File: config.mk
export PLATFORM = sky130hd
export DESIGN_NAME = uart_tx_fifo
export DESIGN_NICKNAME = d
export VERILOG_FILES = /design/src/rtl/uart_pkg.sv /design/src/rtl/sync_fifo.sv /design/src/rtl/uart_tx_fifo.sv
export SDC_FILE = /design/constraint.sdc
export NUM_CORES = 1
export LEC_CHECK = 0
export ABC_AREA = 0
export CORE_UTILIZATION = 50
export CTS_CLUSTER_SIZE = 16
export DETAILED_ROUTE_END_ITERATION = 8
export HOLD_SLACK_MARGIN = 0.15
export MAX_ROUTING_LAYER = met4
export PLACE_DENSITY = 0.68
export SYNTH_ARGS = -nofsm -noshare
export SYNTH_HDL_FRONTEND = slang
export SYNTH_SLANG_ARGS = --single-unit
File: constraint.sdc
create_clock -name clk -period 6.2 [get_ports clk]
set_clock_uncertainty 0.05 [all_clocks]
set_input_delay 0.93 -clock clk [delete_from_list [all_inputs] [get_ports clk]]
set_output_delay 0.93 -clock clk [all_outputs]
set_load 0.02 [all_outputs]
File: src/rtl/uart_pkg.sv
// Shared types for the UART transmit path: dispatcher states and byte width.
package uart_pkg;

    localparam int BYTE_W = 8;

    typedef enum logic [1:0] {
        D_IDLE  = 2'd0,
        D_ISSUE = 2'd1,
        D_WAIT  = 2'd2
    } disp_state_t;

endpackage

File: src/rtl/sync_fifo.sv
// Synchronous FIFO with registered pointers/count and combinational head read.
// Push is refused when full and pop when empty, so callers may drive them freely.
module sync_fifo #(
    parameter int WIDTH = 8,
    parameter int DEPTH = 16
) (
    input  logic                     clk,
    input  logic                     rst,
    input  logic                     push,
    input  logic                     pop,
    input  logic [WIDTH-1:0]         wr_data,
    output logic [WIDTH-1:0]         rd_data,
    output logic [$clog2(DEPTH):0]   count,
    output logic                     empty,
    output logic                     full
);

    localparam int AW = $clog2(DEPTH);
    localparam logic [AW:0] FULL_CNT = (AW+1)'(DEPTH);

    logic [WIDTH-1:0] mem_r [DEPTH];
    logic [AW-1:0]    wr_ptr_r;
    logic [AW-1:0]    rd_ptr_r;
    logic [AW:0]      count_r;
    logic             do_push_s;
    logic             do_pop_s;

    assign empty     = (count_r == {(AW+1){1'b0}});
    assign full      = (count_r == FULL_CNT);
    assign count     = count_r;
    assign rd_data   = mem_r[rd_ptr_r];
    assign do_push_s = push && !full;
    assign do_pop_s  = pop && !empty;

    // Pointer and occupancy bookkeeping; pointers wrap naturally at DEPTH.
    always_ff @(posedge clk) begin
        if (!rst) begin
            wr_ptr_r <= {AW{1'b0}};
            rd_ptr_r <= {AW{1'b0}};
            count_r  <= {(AW+1){1'b0}};
        end else begin
            if (do_push_s) wr_ptr_r <= wr_ptr_r + 1'b1;
            if (do_pop_s)  rd_ptr_r <= rd_ptr_r + 1'b1;
            case ({do_push_s, do_pop_s})
                2'b10:   count_r <= count_r + 1'b1;
                2'b01:   count_r <= count_r - 1'b1;
                default: count_r <= count_r;
            endcase
        end
    end

    // Storage array; contents are don't-care until written, so no reset.
    always_ff @(posedge clk) begin
        if (do_push_s) mem_r[wr_ptr_r] <= wr_data;
    end

endmodule

File: src/rtl/uart_tx_fifo.sv
// Byte FIFO plus dispatcher feeding uart_tx over tx_start/tx_active/tx_done.
// Define UART_TX_FIFO_OVERFLOW_EN to add the sticky overflow flag and its clear input.
module uart_tx_fifo
    import uart_pkg::*;
#(
    parameter int DEPTH = 16
) (
    input  logic                   clk,
    input  logic                   rst,
    input  logic                   wr_valid_in,
    input  logic [BYTE_W-1:0]      wr_data_in,
    output logic                   wr_ready_out,
    output logic                   tx_start_out,
    output logic [BYTE_W-1:0]      tx_byte_out,
    input  logic                   tx_active_in,
    input  logic                   tx_done_in,
`ifdef UART_TX_FIFO_OVERFLOW_EN
    output logic                   overflow_out,
    input  logic                   overflow_clr_in,
`endif
    output logic [$clog2(DEPTH):0] count_out,
    output logic                   empty_out,
    output logic                   full_out,
    output logic                   busy_out
);

    disp_state_t       state_r;
    disp_state_t       state_next_s;
    logic [BYTE_W-1:0] byte_r;
    logic [BYTE_W-1:0] head_s;
    logic              start_r;
    logic              pop_s;
    logic              push_s;
    logic              empty_s;
    logic              full_s;

    assign wr_ready_out = rst && !full_s;
    assign push_s       = wr_valid_in && wr_ready_out;
    assign empty_out    = empty_s;
    assign full_out     = full_s;
    assign busy_out     = (state_r != D_IDLE) || !empty_s;
    assign tx_start_out = start_r;
    assign tx_byte_out  = byte_r;

    sync_fifo #(
        .WIDTH (BYTE_W),
        .DEPTH (DEPTH)
    ) u_fifo (
        .clk     (clk),
        .rst     (rst),
        .push    (push_s),
        .pop     (pop_s),
        .wr_data (wr_data_in),
        .rd_data (head_s),
        .count   (count_out),
        .empty   (empty_s),
        .full    (full_s)
    );

    // Dispatcher next-state: pop on leaving idle, hold start until uart_tx reports active.
    always_comb begin
        state_next_s = state_r;
        pop_s        = 1'b0;
        case (state_r)
            D_IDLE: begin
                if (!empty_s) begin
                    pop_s        = 1'b1;
                    state_next_s = D_ISSUE;
                end else begin
                    state_next_s = D_IDLE;
                end
            end
            D_ISSUE: begin
                if (tx_active_in) state_next_s = D_WAIT;
                else              state_next_s = D_ISSUE;
            end
            D_WAIT: begin
                if (tx_done_in) state_next_s = D_IDLE;
                else            state_next_s = D_WAIT;
            end
            default: state_next_s = D_IDLE;
        endcase
    end

    // State, byte latch and start register; start mirrors the registered D_ISSUE state.
    always_ff @(posedge clk) begin
        if (!rst) begin
            state_r <= D_IDLE;
            byte_r  <= {BYTE_W{1'b0}};
            start_r <= 1'b0;
        end else begin
            state_r <= state_next_s;
            start_r <= (state_next_s == D_ISSUE);
            if (pop_s) byte_r <= head_s;
        end
    end

`ifdef UART_TX_FIFO_OVERFLOW_EN
    logic overflow_r;
    assign overflow_out = overflow_r;

    // Sticky overflow: a rejected write sets it, and set wins over a same-cycle clear.
    always_ff @(posedge clk) begin
        if (!rst)                          overflow_r <= 1'b0;
        else if (wr_valid_in && full_s)    overflow_r <= 1'b1;
        else if (overflow_clr_in)          overflow_r <= 1'b0;
        else                               overflow_r <= overflow_r;
    end
`endif

endmodule

; ---- Yosys cells after proc, flatten, opt, wreduce, memory -nomap -nowiden
; Memories as Yosys holds them, arrays and structs flattened. A register that Yosys moved wholly into a read port is not among the register bits.
; Cells that the tools add are included.
[totals]
ff_bits = 16
ram_bits = 128
inputBits = 13
out_inout_bits = 18
word_cells = 37
memories = 1
[memory_table]
columns = memory, words, word_bits, read_ports, rd_clocked_by_memory_dff, wr, line_no
row1 = u_fifo.mem_r, 16, 8, 1, 1, 1, sync_fifo.sv:21  ; logic [WIDTH-1:0] mem_r [DEPTH];
[classes]
n_addsub = 4
eq_ne = 6
mux = 9
n_reduce_logical = 12
[ops]
columns = operator, count
row1 = case mux 5 bit (2 select lines), 1
row2 = adder 4 x 1 -> 4 bit (second input constant), 2
row3 = equality test 2 x 1 -> 1 bit (second input constant), 3
row4 = case mux 2 bit (3 select lines), 1
row5 = adder 5 x 1 -> 5 bit (second input constant), 1
row6 = equality test 5 bit (second input constant), 1
row7 = logical NOT 5 bit, 1
row8 = 2-to-1 mux 1 bit, 5
row9 = subtractor 5 x 1 -> 5 bit (second input constant), 1
row10 = equality test 2 bit (second input constant), 2
row11 = logical AND 1 bit, 4
row12 = 2-to-1 mux 2 bit, 2
row13 = nonzero test 2 bit, 2
row14 = logical NOT 1 bit, 3
row15 = logical NOT 2 bit, 1
row16 = logical OR 1 bit, 1

; ---- Logic depth before layout (Yosys ltp)
[logic_depth]
word_depth = 7
mapped_depth = 14
mapped_depth_nobuf = 10

; ---- Cells and area by module
; Synthesis repeated with hierarchy kept, for this count alone.
[unflattened]
cells_unflattened = 375
hier_area_um2 = 6278.5
[by_module_without_submodules]
columns = mod, n_inst, cells_per_inst, area_each_um2, seq_area_each_um2
row1 = sync_fifo, 1, 326, 5823.1, 4184.0
row2 = uart_tx_fifo, 1, 49, 455.4, 220.2

; ---- Worst setup path after synthesis
; OpenSTA, ideal clock, no wires.
[synth_path]
path_kind = reg2reg
start = reg u_fifo.count_r[1], in the netlist u_fifo.count[1]
end = reg u_fifo.count_r[4], in the netlist u_fifo.count[4]
setup_ns = 0.072
arrival_ns = 3.082
required_time_ns = 6.078
setup_slack_ns = 2.997
stages_incl_launch_ff = 15
path_buffers = 5
period_less_slack_ns = 3.203
path_cell_list = dfxtp_1 > buf_6 > or4_4 > buf_6 > o21a_1 > buf_6 > buf_8 > ha_1 > clkbuf_1 > xor2_1 > ha_1 > o21a_1 > o21a_1 > o32ai_1 > mux2i_1
[synth_via]
elab_cells_between_ends = 16
cone_classes = add/sub (2) / eq/ne (3) / mux (3) / reduce/logical (8)
[synth_lines]
columns = item, line_no
row1 = "start, declared", sync_fifo.sv:24  ; logic [AW:0] count_r;
row2 = "start signal, assigned", sync_fifo.sv:40  ; count_r <= {(AW+1){1'b0}};
row3 = "start signal, assigned", sync_fifo.sv:45  ; 2'b10: count_r <= count_r + 1'b1;
row4 = "start signal, assigned", sync_fifo.sv:46  ; 2'b01: count_r <= count_r - 1'b1;
row5 = logical NOT 5 bit (*), sync_fifo.sv:28  ; assign empty = (count_r == {(AW+1){1'b0}});
row6 = 2-to-1 mux 1 bit (*), uart_tx_fifo.sv:66  ; if (!empty_s) begin
row7 = 2-to-1 mux 1 bit (*), uart_tx_fifo.sv:64  ; case (state_r)
row8 = net pop_s, uart_tx_fifo.sv:32  ; logic pop_s;
row9 = logical AND 1 bit (*), sync_fifo.sv:33  ; assign do_pop_s = pop && !empty;
row10 = equality test 2 x 1 -> 1 bit / equality test 2 bit (equally long branches), sync_fifo.sv:44  ; case ({do_push_s, do_pop_s})
row11 = case mux 5 bit (2 select lines) / nonzero test 2 bit (equally long branches), --
; The timed path passes the listed nets; every way through them passes the cells marked *.
; A chain may end at the register's enable or synchronous reset.

; ---- Final worst setup path
[layout_path]
start = in rst
end = out wr_ready_out
[layout_via]
elab_chain_cells = 1
[layout_lines]
columns = item, line_no
row1 = "start, declared", uart_tx_fifo.sv:9  ; input logic rst,
row2 = logical AND 1 bit, uart_tx_fifo.sv:37  ; assign wr_ready_out = rst && !full_s;
row3 = "end, declared", uart_tx_fifo.sv:12  ; output logic wr_ready_out,
; Every way passes these cells.

==> load_flow_metrics.sql <==
INSERT INTO impl_metrics (metric_group, metric, value, unit) VALUES
('worst_setup_path', 'timing.critical_path.required', '5220', 'ps'),
('synth', 'synth_xor_xnor_area_share', '1.26', '%'),
('synth', 'edff_count_synth', '128', ''),
('synth', 'yosys.area_share.adder', '1.84', '%'),
('synth', 'synth_fp_nets', '400', ''),
('worst_setup_path', 'critPathLaunchType', 'input pin', ''),
('route', 'post-route-drc-count', '0', ''),
('floorplan', 'core', '12000', 'sq um'),
('sta', 'final-max-slew-violation-count', '0', ''),
('power', 'share_seq_of_total_power', '43.1', '%'),
('cts', 'numClockSinks', '152', ''),
('synth', 'yosys.area.top_type_share', '62.6', '%'),
('sta', 'grt_setup_unrepaired', 'false', ''),
('synth', 'synth.lib_cells_used.distinct', '45', ''),
('flow_run', 'cap_violations', '0', ''),
('worst_setup_path', 'critPathCaptureType', 'primary output', ''),
('route', 'route.detailed.wl_per_inst', '20.6', 'microns'),
('placement', 'io_buffers', '30', ''),
('power', 'p_switching', '0.732', 'mW'),
('power', 'p_clk_share', '37.5', '%'),
('global_routing', 'grt_total_usage', '20.7', '%'),
('synth', 'synth_area_leader_cell', 'sky130_fd_sc_hd__edfxtp_1', ''),
('sta', 'worst_pin_slew', '1100', 'ps'),
('floorplan', 'die_y', '113', 'microns'),
('worst_hold_path', 'hold_depth', '1', ''),
('finish', 'mostFrequentLayoutCell', 'sky130_fd_sc_hd__edfxtp_1', ''),
('cts', 'clkTransAtPathRegs', '60', 'ps'),
('worst_hold_path', 'min_from', 'state_r[1]', ''),
('worst_setup_path', 'reg2reg_from', 'u_fifo.count[1]', ''),
('sta', 'worst_slack', '2370', 'ps'),
('route', 'dr.max_layer_used', 'met4', ''),
('finish', 'fillCellCount', '891', ''),
('synth', 'combinational_family_with_the_most_area_after_synthesis', 'multiplexers', ''),
('floorplan', 'dieWidth', '113', 'microns'),
('synth', 'synth_compound_gate_area_share', '6.34', '%'),
('cts', 'cts-resized-gates', '0', ''),
('run_status', 'status', 'completed', ''),
('worst_setup_path', 'ff2ff_setup_slack', '2980', 'ps'),
('power', 'sw_frac_of_total', '26.1', '%'),
('route', 'detailroute.via_count', '3304', ''),
('global_routing', 'gr-total-overflow', '0', ''),
('cts', 'post_cts.repair.setup_buffers', '0', ''),
('route', 'detail_route.iter0.violations', '311', ''),
('route', 'drt-met1-wl', '5.35', 'mm'),
('sta', 'fin_crit', '3830', 'ps'),
('finish', 'n_antenna_cell', '0', ''),
('sta', 'finalHoldWorstSlack', '454', 'ps'),
('worst_setup_path', 'crit_type', 'input pin to primary output', ''),
('global_routing', 'global_route_wire_length_before_repair', '18.3', 'mm'),
('route', 'detailedRoute.firstPassIterationCount', '4', ''),
('floorplan', 'start_util', '51.1', '%'),
('cts', 'cts_root_buf', 'sky130_fd_sc_hd__clkbuf_16', ''),
('synth', 'syn_area', '6140', 'sq um'),
('sta', 'min_period_over_period', '61.8', '%'),
('worst_hold_path', 'min_path_type', 'register to register', ''),
('floorplan', 'fp-row-count', '40', ''),
('finish', 'area_delta_synth_final', '16.2', '%'),
('synth', 'synth.area.top_cells', 'sky130_fd_sc_hd__edfxtp_1 63%, sky130_fd_sc_hd__dfxtp_1 7.8%, sky130_fd_sc_hd__mux2i_1 6.0%', ''),
('floorplan', 'die_area', '12700', 'sq um'),
('power', 'vdd_drop_max', '0.172', 'mV'),
('synth', 'ys_warn_count', '0', ''),
('cts', 'latest_clock_arrival_within_the_worst_skew_pair', '420', 'ps'),
('worst_setup_path', 'reg2reg_to', 'u_fifo.count[4]', ''),
('cts', 'cts_hold_buf', '0', ''),
('worst_hold_path', 'worst_hold_path.endpoint', 'tx_start_out', ''),
('cts', 'cts_made_buffers', '17', ''),
('global_routing', 'via_count_of_the_first_global_routing_pass', '3241', ''),
('worst_setup_path', 'timing.critical_path.fanout_max', '16', ''),
('synth', 'cells_after_synthesis', '378', ''),
('sta', 'final-setup-viol-count', '0', ''),
('global_routing', 'grt_max_degree', '51', '');
-- routing by layer --
| layer | vias up | track usage (%) |
|---|---|---|
| met2 | 88 | 31.6 |
| met5 | - | - |
| met1 | 1675 | 27.4 |
| met3 | 8 | 5.03 |
| met4 | 0 | 7.02 |
| li1 | 1533 | - |
-- area by class of cell --
class / count / area [sq um] / share of cell area [%]
sequential: 152 / 4330 / 60.7
clock inverter: 14 / 183 / 2.56
inverter: 5 / 18.8 / 0.263
clock buffer: 17 / 425 / 5.97
multi-input combinational: 197 / 1650 / 23.2
tap: 147 / 184 / 2.58
timing repair buffer: 35 / 338 / 4.74
-- critical path: stages --
cell                              delay [ps]
sky130_fd_sc_hd__clkdlybuf4s50_1         770
sky130_fd_sc_hd__inv_1                   360
sky130_fd_sc_hd__nor2_1                  180
sky130_fd_sc_hd__clkdlybuf4s50_1         610
-- flip-flops by register name, indices dropped and copies added (netlist names) --
register / cells
tx_start_out: 1
u_fifo.rd_ptr_r: 4
state_r: 2
u_fifo.mem_r: 128
u_fifo.count: 5
u_fifo.wr_ptr_r: 4
tx_byte_out: 8
-- kinds of logic after synthesis --
| logic type | Yosys count |
|---|---|
| AO/OA/AOI/OAI | 59 |
| XOR/XNOR | 8 |
| adder cells (fa/ha/maj) | 9 |
| buffers and inverters | 29 |
| flip-flops | 152 |
| multiplexers | 53 |
| AND/OR/NAND/NOR | 68 |
-- Yosys cell counts, types with 6 or more instances --
library cell               number
sky130_fd_sc_hd__nand2_1       11
sky130_fd_sc_hd__edfxtp_1     128
sky130_fd_sc_hd__buf_1          6
sky130_fd_sc_hd__o21ai_0       10
sky130_fd_sc_hd__ha_1           9
sky130_fd_sc_hd__clkbuf_1       7
sky130_fd_sc_hd__mux4_2        16
sky130_fd_sc_hd__dfxtp_1       24
sky130_fd_sc_hd__o22ai_1       16
sky130_fd_sc_hd__nor2_1        30
sky130_fd_sc_hd__a22oi_1        8
sky130_fd_sc_hd__a31oi_1        9
sky130_fd_sc_hd__mux2i_1       37
-- power by group through the flow --
stage          Combinational [mW]  Clock [mW]  Sequential (mW)
6_report                    0.545        1.05             1.21
2_1_floorplan               0.385           0             1.24
4_1_cts                     0.549        1.06             1.21
3_3_place_gp                0.537           0             1.22
3_5_place_dp                0.544           0             1.23
5_1_grt                     0.595        1.10             1.21
-- how the worst max path moves through the flow --
stage,endpoint,slack (ps),cells after the start
floorplan,u_fifo.count[4],3000,14
global placement,u_fifo.count[4],2360,10
detailed placement,u_fifo.count[4],2260,10
CTS,wr_ready_out,2370,4
global route,wr_ready_out,2210,4
finish,wr_ready_out,2370,4
-- through the flow --
stage | std cells | area (sq um) | utilization [%] | total power [mW]
after CTS | 567 | 7130 | 59.3 | 2.81
after global routing | 567 | 7130 | 59.3 | 2.91
after floorplan | 378 | 6140 | - | 1.62
final | 567 | 7130 | 59.3 | 2.80
after detailed placement | 536 | 6520 | 54.3 | 1.77
after global placement | 536 | 6520 | 54.3 | 1.76
Power figures use the tool's default switching activity.
==> variant (same flow settings) <==
Register the output `count_out`, with the module's reset; this adds one clock of latency there. The other outputs are not delayed to match.
--- a/src/rtl/uart_tx_fifo.sv
+++ b/src/rtl/uart_tx_fifo.sv
@@ -25,2 +25,4 @@
 );
+
+    logic [$clog2(DEPTH):0] count_d;
 
@@ -54,3 +56,3 @@
         .rd_data (head_s),
-        .count   (count_out),
+        .count   (count_d),
         .empty   (empty_s),
@@ -110,2 +112,10 @@
 
+    always_ff @(posedge clk) begin
+        if (!rst) begin
+            count_out <= '0;
+        end else begin
+            count_out <= count_d;
+        end
+    end
+
 endmodule
Behaviour: not the same (Yosys sat finds a counterexample within 4 cycles, from zero or initial values and one cycle with rst low).
==> variant against the unedited design <==
Synthesized cell count fell by 6.6%. Via count fell by 4.3%. Area after synthesis rose by 2.2%. Cell area up 1.5%. Routed wire length down 0.39%. Power grew 3.3%. First-iteration DRC count fell by 8.7%. Sequential cell count rose by 5. Worst setup slack worse by 0.33 ns. Critical path type unchanged. Critical endpoint unchanged. Largest power group unchanged. Highest routed layer unchanged.
==> variant: results (changes against the unedited design) <==
Routing
  – Vias: 3161 (was 3304)
  – Post-Route WL: 11600 um (was 11700 um)
  – Avg Vias per Cell: 5.57 (was 5.83)

Synth
  – Unique masters post-synth: 43 (was 45)
  – Net Count, Synth: 375 (was 400)
  – Cells after Synth: 353 (was 378)
  – Top post-synthesis cells by area: edfxtp_1 61%, mux4_2 11%, dfxtp_1 9.3% (was edfxtp_1 63%, dfxtp_1 7.8%, mux2i_1 6.0%)

Cells and area
  – Filler cells: 922 (was 891)
  – Final Core Density: 59.7% (was 59.3%)

Global routing
  – First-pass GRT wire length: 18500 um (was 18300 um)
  – Total track usage: 20.9% (was 20.7%)
  – GR Layer Usage met2: 33.0% (was 31.6%)
  – Met1 Use GR: 25.7% (was 27.4%)

Power
  – Sw power: 0.000849 W (was 0.000732 W)
  – Maximum vdd drop: 265 uV (was 172 uV)
  – Leakage: 2.32 nW (was 2.30 nW)
  – Seq pwr share: 43.3% (was 43.1%)

Placement
  – Cells after DPL: 535 (was 536)
  – RD Place Congestion: 0.801 (was 0.782)
  – Pre-CTS setup slack: 1.89 ns (was 2.26 ns)

Timing
  – Worst-margin pin slew: 1.02 ns (was 1.10 ns)

Setup path
  – Crit Path Max Fanout: 21 (was 16)
  – Critical Path Max Stage Delay: 0.99 ns (was 0.77 ns)
  – R2R depth: 10 (was 9)

Min path
  – Hold Path Origin: tx_byte_out[4]$_SDFFE_PN0P_ (was state_r[1]$_SDFF_PN0_)

Outcome
  – Outcome: finished clean (unchanged)
variant: cell types whose count changed in the layout (fill, tap and decap cells not counted), sizes merged, moves of 7 or more:
cell    unedited run  this run
a22oi              8         0
a31oi              9         1
mux2i             37        19
o221ai             0         8
o22ai             16         0
o21ai             10         3
nor2              30        23
nand3              1        11
mux4              16        32
variant: worst max path at each step:
| stage | cells past startpoint | endpoint | slack (ns) | startpoint |
|---|---|---|---|---|
| final | 4 | wr_ready_out | 2.04 | rst |
| after floorplan | 14 | u_fifo.count[4]$_SDFFE_PN0P_ | 3.08 | u_fifo.count[1]$_SDFFE_PN0P_ |
| after detailed placement | 10 | u_fifo.count[4]$_SDFFE_PN0P_ | 1.89 | rst |
| after global placement | 10 | u_fifo.count[4]$_SDFFE_PN0P_ | 1.99 | rst |
| after global routing | 4 | wr_ready_out | 1.88 | rst |
| after CTS | 4 | wr_ready_out | 2.03 | rst |
variant: critical path: cells and delay by family:
kind                   cells  cell delay, ns
and+or+nand+nor            1            0.19
buffers and inverters      3            2.06
variant: cell families (layout without fill, tap and decap cells):
| kind of cell | Yosys count | in the layout | share of synthesized area [%] |
|---|---|---|---|
| buf+inv | 29 | 75 | 2.36 |
| simple gates | 70 | 70 | 5.91 |
| flops | 157 | 157 | 70.6 |
| compound gates | 29 | 29 | 3.67 |
| mux | 52 | 52 | 14.7 |
| fa+ha+maj | 9 | 9 | 1.80 |
| xor+xnor | 7 | 7 | 0.978 |
variant: layer usage:
metal,share of wire [%],vias up
met5,0,-
met4,1.5,0
met3,5.2,16
met2,51,80
met1,43,1612
li1,-,1453
variant: layout make-up:
cell class	instances	share of cell area [%]
Clock inverter	13	1.28
Tap cell	168	2.91
Timing Repair Buffer	37	4.88
Multi-Input combinational cell	167	23.5
Inverter	6	0.311
Clock buffer	19	5.99
Sequential cell	157	61.2
